**src/rtl/mul_div_unit.sv**
```systemverilog
// mul_div_unit: multicycle unsigned shift-add multiplier and restoring divider, one bit per cycle.
// Define MUL_DIV_DIVIDE_EN to compile in the divider datapath and DIV state.
module mul_div_unit #(
    parameter int WORD_SIZE = 16
) (
    input  logic                 clk,
    input  logic                 reset,
    input  logic                 start,
    input  logic                 op,
    input  logic [WORD_SIZE-1:0] in_a,
    input  logic [WORD_SIZE-1:0] in_b,
    input  logic [1:0]           rd_in,
    output logic                 busy,
    output logic                 done,
    output logic [WORD_SIZE-1:0] result_lo,
    output logic [WORD_SIZE-1:0] result_hi,
    output logic [1:0]           rd_out,
    output logic                 div_by_zero
);
    localparam int W = WORD_SIZE;
    localparam int CW = $clog2(W) + 1;
    typedef enum logic [1:0] {IDLE, MUL, DIV, DONE} state_t;
    state_t state, state_nxt;
    logic [W-1:0] a_reg;
    logic [2*W-1:0] prod, prod_nxt;
    logic [CW-1:0] cnt;
    logic [1:0] rd_reg;
    logic [W:0] mul_sum;
    logic last;
`ifdef MUL_DIV_DIVIDE_EN
    logic [W-1:0] b_reg;
    logic [W:0] r_sh, diff;
    logic dz;
`endif
    assign last = cnt == CW'(W - 1);
    always_comb begin
        state_nxt = state;
        case (state)
`ifdef MUL_DIV_DIVIDE_EN
            IDLE: if (start) state_nxt = op ? DIV : MUL;
            DIV: if (dz || last) state_nxt = DONE;
`else
            IDLE: if (start) state_nxt = op ? DONE : MUL;
`endif
            MUL: if (last) state_nxt = DONE;
            default: state_nxt = IDLE;
        endcase
    end
    // prod holds {partial product, multiplier} for MUL and {remainder, dividend/quotient} for DIV
    always_comb begin
        mul_sum = {1'b0, prod[2*W-1:W]} + {1'b0, a_reg & {W{prod[0]}}};
`ifdef MUL_DIV_DIVIDE_EN
        dz = b_reg == '0;
        r_sh = {prod[2*W-1:W], prod[W-1]};
        diff = r_sh - {1'b0, b_reg};
        prod_nxt = state == DIV ? (diff[W] ? {r_sh[W-1:0], prod[W-2:0], 1'b0} : {diff[W-1:0], prod[W-2:0], 1'b1})
                                : {mul_sum, prod[W-1:1]};
`else
        prod_nxt = {mul_sum, prod[W-1:1]};
`endif
    end
    always_comb begin
        busy = state != IDLE;
        done = state == DONE;
    end
    always_ff @(posedge clk or posedge reset) begin
        if (reset) begin
            state <= IDLE;
            a_reg <= '0;
`ifdef MUL_DIV_DIVIDE_EN
            b_reg <= '0;
`endif
            prod <= '0;
            cnt <= '0;
            rd_reg <= '0;
            result_lo <= '0;
            result_hi <= '0;
            rd_out <= '0;
            div_by_zero <= 1'b0;
        end else begin
            state <= state_nxt;
            if (state == IDLE && start) begin
                a_reg <= in_a;
`ifdef MUL_DIV_DIVIDE_EN
                b_reg <= in_b;
`endif
                rd_reg <= rd_in;
                cnt <= '0;
                prod <= {{W{1'b0}}, op ? in_a : in_b};
            end else if (state == MUL || state == DIV) begin
                cnt <= cnt + CW'(1);
                prod <= prod_nxt;
            end
            // results are loaded on the edge entering DONE so they are valid alongside done
            if (state_nxt == DONE) begin
                rd_out <= state == IDLE ? rd_in : rd_reg;
`ifdef MUL_DIV_DIVIDE_EN
                {result_hi, result_lo} <= (state == DIV && dz) ? {a_reg, {W{1'b1}}} : prod_nxt;
                div_by_zero <= state == DIV && dz;
`else
                {result_hi, result_lo} <= state == MUL ? prod_nxt : '0;
                div_by_zero <= 1'b0;
`endif
            end
        end
    end
endmodule

```
**config.mk**
```make
export PLATFORM = sky130hd
export DESIGN_NAME = mul_div_unit
export DESIGN_NICKNAME = d
export VERILOG_FILES = /design/src/rtl/mul_div_unit.sv
export SDC_FILE = /design/constraint.sdc
export NUM_CORES = 1
export LEC_CHECK = 0
export ABC_AREA = 1
export CORE_ASPECT_RATIO = 1.1
export CORE_MARGIN = 10
export CORE_UTILIZATION = 40
export DETAILED_ROUTE_END_ITERATION = 16
export GPL_TIMING_DRIVEN = 0
export HOLD_SLACK_MARGIN = 0.02
export PLACE_DENSITY = 0.67
export SLEW_MARGIN = 15
export SYNTH_ARGS = -nofsm -noshare
export SYNTH_HDL_FRONTEND = slang
export SYNTH_SLANG_ARGS = --single-unit
```
**constraint.sdc**
```tcl
create_clock -name clk -period 3.8 [get_ports clk]
set_input_delay 0.57 -clock clk [delete_from_list [all_inputs] [get_ports clk]]
set_output_delay 0.57 -clock clk [all_outputs]
set_load 0.01 [all_outputs]
```
# Word-level counts from Yosys, hierarchy flattened
# Cells that the tools add are included.
# Widths: inputs -> output; s select.
dict set report word_totals {
  out_inout_bits 37
  in_bits 38
  register_bits 91
  elab_cells 32
}
dict set report classes {
  n_addsub 2
  bitwise 1
  mux 11
  n_eq_ne 5
  reduce_logical 5
}
# op n
set op_table {}
lappend op_table {{$mux 32} 3}
lappend op_table {{$add 16x16->17} 1}
lappend op_table {{$and 16x16->16} 1}
lappend op_table {{$mux 16} 1}
lappend op_table {{$mux 5} 2}
lappend op_table {{$mux 2} 4}
lappend op_table {{$eq 2x2->1 const B} 3}
lappend op_table {{$add 5x1->5 const B} 1}
lappend op_table {{$eq 5x4->1 const B} 1}
lappend op_table {{$pmux 2 s2} 1}
lappend op_table {{$reduce_bool 2->1} 2}
lappend op_table {{$eq 2x1->1 const B} 1}
lappend op_table {{$logic_not 2->1} 1}
lappend op_table {{$logic_and 1x1->1} 1}
lappend op_table {{$logic_or 1x1->1} 1}

# Logic depth before layout (Yosys ltp)
# Gate-level depths: netlist of run 1.
dict set report depth {
  word_depth 4
  mapped_depth 15
  mapped_depth_nobuf 14
}

# Worst setup path after synthesis of run 1
# No wires, ideal clock.
dict set report synth_timing {
  kind {register to register}
  from {register prod[0]}
  to {register prod[28]}
  period_less_slack_ps 1935
  stages_incl_launch_ff 14
  path_slack_ps 1865
  t_arrival_ps 1817
  required_ps 3682
  path_buffers 2
  setup_time_ps 118
  cell_sequence {dfrtp_1 > clkbuf_1 > clkbuf_1 > nand2_1 > inv_1 > ha_1 > nand2_1 > inv_1 > nand2_1 > nand2_1 > a21oi_1 > nand3_1 > nand3_1 > nand2_1}
}
dict set report synth_between {
  elab_chain_len 4
}
# item line_no
set synth_lines {}
lappend synth_lines {{from (decl)} 25} ;# logic [2*W-1:0] prod, prod_nxt;
lappend synth_lines {{from (signal assigned)} 89} ;# prod <= {{W{1'b0}}, op ? in_a : in_b};
lappend synth_lines {{from (signal assigned)} 92} ;# prod <= prod_nxt;
lappend synth_lines {{$and 16x16->16} 51} ;# mul_sum = {1'b0, prod[2*W-1:W]} + {1'b0, a_reg & {W{prod[0]}}};
lappend synth_lines {{$add 16x16->17} 51}
lappend synth_lines {{$mux 32} 90} ;# end else if (state == MUL || state == DIV) begin
lappend synth_lines {{$mux 32} 82} ;# if (state == IDLE && start) begin
# No other way between the ends. The select of a mux whose other input is x is not followed.
# A chain may end at the register's enable or synchronous reset.

# Worst setup path in the final report of run 1
dict set report layout_timing {
  from {register prod[0]}
  to {register result_hi[14]}
}
dict set report layout_between {
  elab_chain_len 3
}
# item line_no
set layout_lines {}
lappend layout_lines {{$and 16x16->16} 51}
lappend layout_lines {{$add 16x16->17} 51}
lappend layout_lines {{$mux 32} 101} ;# {result_hi, result_lo} <= state == MUL ? prod_nxt : '0;
lappend layout_lines {{to (signal assigned)} 101}
lappend layout_lines {{to (decl)} 16} ;# output logic [WORD_SIZE-1:0] result_hi,
# No other way between the ends.

==> results of run 1 <==
==> logic make-up after synthesis <==
family	share of synthesized area, %
buffers and inverters	10.3
AND/OR/NAND/NOR	22.2
AO/OA/AOI/OAI	14.1
adder cells (fa/ha/maj)	5.77
other	0.0765
flip-flops	46.5
XOR/XNOR	1.07
==> Yosys cell counts, drive strengths merged <==
master	count	area (µm²)
nand2	213	810
inv	105	394
dfrtp	91	2280
o21ai	59	370
nand3	28	140
a21oi	24	120
ha	21	263
nor2	19	88.8
o221ai	15	131
clkbuf	13	48.8
buf	9	62.6
xor2	5	43.8
nand4	3	18.8
nor3	3	15.0
a211oi	2	15.0
a31oi	2	12.5
nand3b	2	15.0
o211ai	2	28.8
o22ai	2	12.5
conb	1	3.75
fa	1	20.0
xnor2	1	8.76
==> cell type report <==
cell class	instances	area share [%]
plain buffers	22	1.82
clock buffers	9	3.67
clock inverters	7	0.837
inverters	105	6.47
multi-input cells	403	34.5
flip-flops and latches	91	37.2
well taps	154	3.14
repair buffers	74	12.4
==> how the worst max path moves through the flow <==
stage / startpoint / to / slack [ns] / cells after the start
2_1_floorplan: reset / a_reg[0]$_DFFE_PP0P_ / 0.87 / 1
3_3_place_gp: reset / result_lo[2]$_DFFE_PP0N_ / -0.59 / 2
3_5_place_dp: op / result_lo[1]$_DFFE_PP0N_ / 1.41 / 9
4_1_cts: prod[0]$_DFFE_PP0P_ / result_hi[14]$_DFFE_PP0N_ / 1.40 / 13
5_1_grt: prod[0]$_DFFE_PP0P_ / result_hi[12]$_DFFE_PP0N_ / 1.17 / 13
6_report: prod[0]$_DFFE_PP0P_ / result_hi[14]$_DFFE_PP0N_ / 1.44 / 13
==> report_power, final <==
group	leakage [nW]	total (mW)	switching [mW]	internal, mW
Combinational	1.95	2.10	1.30	0.801
Sequential	1.18	1.52	0.176	1.34
Clock	0.132	0.845	0.398	0.447
Total	3.26	4.46	1.87	2.59
==> worst max-delay path: stages (launching register included) <==
cell and delay, ns:
dfrtp_1 0.33, clkbuf_1 0.26, clkbuf_1 0.36, nand2_1 0.10, inv_1 0.10, ha_1 0.27
nand2_1 0.10, inv_1 0.07, a21oi_1 0.14, nand2_1 0.14, nand2_1 0.11, nand3_1 0.09
nand3_1 0.13, nand2_1 0.05
==> routing by layer <==
metal | wire (µm) | vias to the layer above
met5 | 0 | -
met4 | 150 | 0
met3 | 784 | 11
met2 | 5950 | 90
met1 | 5640 | 1912
li1 | - | 2127
==> through the flow <==
step           power, mW  util (%)  setup TNS, ns
2_1_floorplan       2.92         -              0
3_3_place_gp        3.59      48.4         -53.20
3_5_place_dp        3.66      48.6              0
4_1_cts             4.51      50.9              0
5_1_grt             4.86      50.9              0
6_report            4.46      50.9              0
==> metrics.yaml, run 1 <==
timing:
  worstMarginPinSlew_ns: 0.654
  skew_ns: 0.00747
  max-slew-margin-rel_pct: 56.4
  hold_viol: 0
  rsz0062_at_grt: "false"
  timing.hold.ws_ns: 0.478
  min_period_over_period_pct: 62.0
  timing.fmax_mhz: 424
  setup_violations: 0
  final_max_slew_viol_count: 0
  layout_setup_ws_ns: 1.44
  layout_min_cycle_time_ns: 2.36
grt:
  grt-ovfl-total: 0
  grtUsageTotal_pct: 15.2
  met1_usage_pct: 17.8
  met3_usage_pct: 5.18
  grt_pass1_vias: 4484
  grt_pass1_wl_um: 21400
  grt_max_degree: 61
  busiest_layer: "met2"
  antenna_found_initial: 0
  grtUsageMet2_pct: 25.7
clock_network:
  root_buffer: "clkbuf_16"
  hold_buffers: 0
  clockBufferDepth: 2
  cts_made_buffers: 9
  post_cts_buffers: 0
  cts_sinks: 91
  ctsResizeCount: 0
  path_clk_slew_ns: 0.07
  h-tree-depth: 3
  tritoncts: "done"
  clk_latency_ns: 0.34
hold_path:
  hp-class: "flop to flop"
  min_to: "result_hi[7]$_DFFE_PP0N_"
  min-delay-start: "result_hi[7]$_DFFE_PP0N_"
  min_path_cells: 2
synthesis:
  yosysSeqAreaShare_pct: 46.5
  syn_inst: 621
  ys_types: 32
  synth_nets: 681
  yosys_warnings: 0
  post_synth.cell_area_avg_um2: 7.89
  synth_seq_cells: 91
  synthesis.area_mm2: 0.00490
power:
  p_leak_nw: 3.26
  peakVddDrop_v: 0.000339
  power_per_cell_area_mw_per_mm2: 728
final_layout:
  layout-drive-gt1-share_pct: 8.02
  fin_area_mm2: 0.00613
  instances_no_fill: 865
  layout_commonest_cell: "nand2_1"
  top_register: "prod"
  nFillCells: 1190
  multi_input_area_mm2: 0.00212
  final-seq-area_mm2: 0.00228
  area_delta_synth_final_pct: 25.1
  final_cell_mix: "nand2_1 (211), inv_1 (100), dfrtp_1 (91)"
  n_antenna_cell: 0
  largest_reg_flops: 32
  final_nets: 766
critical_path:
  end_kind: "flop"
  worstPathRequired_ns: 4.04
  arrival_ns: 2.59
  timing.rr.start: "prod[0]$_DFFE_PP0P_"
  reg2reg_slack_ns: 1.44
  r2r-end: "result_hi[14]$_DFFE_PP0N_"
  path_class: "flop to flop"
  path_max_fanout: 10
  cp-start-kind: "flop"
  ff2ff_path_depth: 13
run_status:
  run_status: "finished clean"
flow_run:
  cap_violations: 0
placement:
  dp_cells: 849
  gp_congestion: 0.930
  dpl_worst_slack_ns: 1.41
  hpwl_um: 9890
  port_buffers: 73
  placed_area_mm2: 0.00585
die:
  die_w_um: 126
  core_mm2: 0.0120
  io_pins: 75
  dieArea_mm2: 0.0171
  initial_core_util_pct: 40.7
  die_height_um: 136
  rows: 42
routing:
  drt_pre_antenna_iters: 5
  wl_per_cell_um: 14.5
  drtIter0Drc: 219
  vias: 4140
  drc_errors: 0
  routed_wl_um: 12500
  ant_nets: 0
  post_drt_via_cell_ratio: 4.79
Power figures use the tool's default switching activity.
==> run 2, diff against run 1 <==
clock period = 2.18 ns   (was 3.8 ns; I/O delays follow)
==> run 2 against run 1 <==
Worst hold slack got worse by 0.10 ns. Clock power increased by 78%. Final cell count increased by 0.46%. Sequential share of layout area decreased by 0.97 points. Total power increased by 82%. Sequential cell count unchanged. Routed wire length increased by 4.3%. Non-clock buffer count increased by 4. Count of clock-buffer cells in the layout unchanged. Clock skew increased by 0.0021 ns. Utilization increased by 1.4 points. Combinational power increased by 87%. Critical path type is now flop to primary output. Critical endpoint is now busy.
==> metrics.yaml, run 2 (synthesis results as in run 1) <==
timing:
  setup_violations: 0  # unchanged
  layout_setup_ws_ns: 0.132  # -1.31 ns
  max-slew-margin-rel_pct: 61.9  # +5.5 points
  final_max_slew_viol_count: 0  # unchanged
  timing.fmax_mhz: 488
  layout_min_cycle_time_ns: 2.05
  setup_tns_ns: 0  # unchanged
  skew_ns: 0.00959  # +0.00212 ns
  worstMarginPinSlew_ns: 0.571  # -0.0836 ns
  hold_viol: 0  # unchanged
  min_period_over_period_pct: 94.0
clock_network:
  clk_latency_ns: 0.35  # about the same
  hold_buffers: 0  # unchanged
  path_clk_slew_ns: 0.07  # about the same
  cts_sinks: 91  # unchanged
  root_buffer: "clkbuf_16"
  h-tree-depth: 3  # unchanged
  tritoncts: "done"
  cts_made_buffers: 9  # unchanged
  clockBufferDepth: 2  # unchanged
critical_path:
  slowest_delay_ns: 0.54  # +0.18 ns
  end_kind: "primary output"
  path_max_fanout: 5  # -5
  worstPathRequired_ns: 1.85  # -2.19 ns
  crit_slowest_cell: "clkdlybuf4s50_1"
  crit_family: "buffers and inverters"
  crit_chain: "inv_1 > ha_2 > inv_2 > clkdlybuf4s50_1"
  path_class: "flop to primary output"
  cp-start-kind: "flop"
  reg2reg_slack_ns: 0.14  # -1.30 ns
  arrival_ns: 1.72  # -0.87 ns
  critPathBufInv: 3  # -1
grt:
  grtUsageTotal_pct: 15.8  # +0.67 points
  antenna_found_initial: 0  # unchanged
  grt_max_degree: 36  # -41%
  grt_pass1_wl_um: 22200  # +3.6%
  grt-ovfl-total: 0  # unchanged
  grt_pass1_vias: 4500  # +0.36%
final_layout:
  instances_no_fill: 869  # +0.46%
  n_antenna_cell: 0  # unchanged
  layout-drive-gt1-share_pct: 11.9  # +3.9 points
  nFillCells: 1153  # -3.1%
  fin_area_mm2: 0.00630  # +2.7%
  final_cell_mix: "nand2_1 (207), inv_1 (100), dfrtp_1 (90)"
  largest_reg_flops: 32  # unchanged
  layout_commonest_cell: "nand2_1"
  area_delta_synth_final_pct: 28.5
  final_nets: 770  # +0.52%
  top_register: "prod"
routing:
  ant_nets: 0  # unchanged
  routed_wl_um: 13100  # +4.3%
  drt_pre_antenna_iters: 4  # -1
  drc_errors: 0  # unchanged
  drtIter0Drc: 195  # -11%
  post_drt_via_cell_ratio: 4.93  # +3.0%
  wl_per_cell_um: 15.0  # +3.8%
  vias: 4284  # +3.5%
placement:
  placed_area_mm2: 0.00587  # +0.24%
  port_buffers: 73  # unchanged
  dpl_worst_slack_ns: -0.180  # -1.59 ns
  gp_congestion: 0.904  # -2.8%
  hpwl_um: 10300  # +4.0%
  dp_cells: 850  # +0.12%
die:
  initial_core_util_pct: 40.7  # unchanged
  core_mm2: 0.0120  # unchanged
  dieArea_mm2: 0.0171  # unchanged
  die_height_um: 136  # unchanged
  io_pins: 75  # unchanged
  rows: 42  # unchanged
  die_w_um: 126  # unchanged
power:
  finalPower_mw: 8.10  # +82%
  p_leak_nw: 3.29  # +0.99%
  power_per_cell_area_mw_per_mm2: 1290  # +77%
  peakVddDrop_v: 0.000678  # +100%
hold_path:
  hp-class: "primary input to async pin"
run_status:
  run_status: "finished clean"
flow_run:
  cap_violations: 0  # unchanged
[run 2: final timing paths]
check,start,endpoint,depth (start not counted)
max,state[0]$_DFF_PP0_,busy,4
min,reset,rd_reg[1]$_DFFE_PP0P_,2
max reg2reg,prod[0]$_DFFE_PP0P_,result_hi[14]$_DFFE_PP0N_,12
min reg2reg,result_hi[15]$_DFFE_PP0N_,result_hi[15]$_DFFE_PP0N_,2
max in group asynchronous,reset,prod[0]$_DFFE_PP0P_,4
min in group clk,result_hi[15]$_DFFE_PP0N_,result_hi[15]$_DFFE_PP0N_,2
[run 2: area by class of cell]
class,count,area (µm²),area share [%]
buffer,21,115,1.83
inverter,105,398,6.32
clock inverter,7,57.6,0.914
tap,154,193,3.06
sequential,91,2280,36.2
multi-input combinational,403,2230,35.4
timing repair buffer,79,801,12.7
clock buffer,9,225,3.58
[run 2: routing by layer]
metal | vias to the layer above | track usage, % | wire, µm
met5 | - | 0 | 0
met4 | 0 | 6.34 | 253
met3 | 17 | 3.97 | 730
met2 | 96 | 27.1 | 6480
met1 | 2032 | 18.6 | 5610
li1 | 2139 | - | -
[run 2: through the flow]
stage,utilization [%],hold WS (ns)
finish,52.3,0.378
global route,52.3,0.422
CTS,51.1,0.401
detailed placement,48.8,0.465
global placement,48.4,0.465
floorplan,-,0.437
[run 2: what timing repair did]
| item | CTS | global route |
|---|---|---|
| setup buffers | 0 | 4 |
| gates resized for setup | 1 | 29 |
| endpoints found under the hold margin | 0 | 0 |
| endpoints found under the setup margin | 14 | 61 |
| pin swaps | 0 | 1 |
[run 2: power by group]
group	internal, mW	switching [mW]	leakage [nW]
Clock	0.791	0.707	0.135
Sequential	2.34	0.340	1.18
Combinational	1.55	2.37	1.98
Total	4.68	3.41	3.29
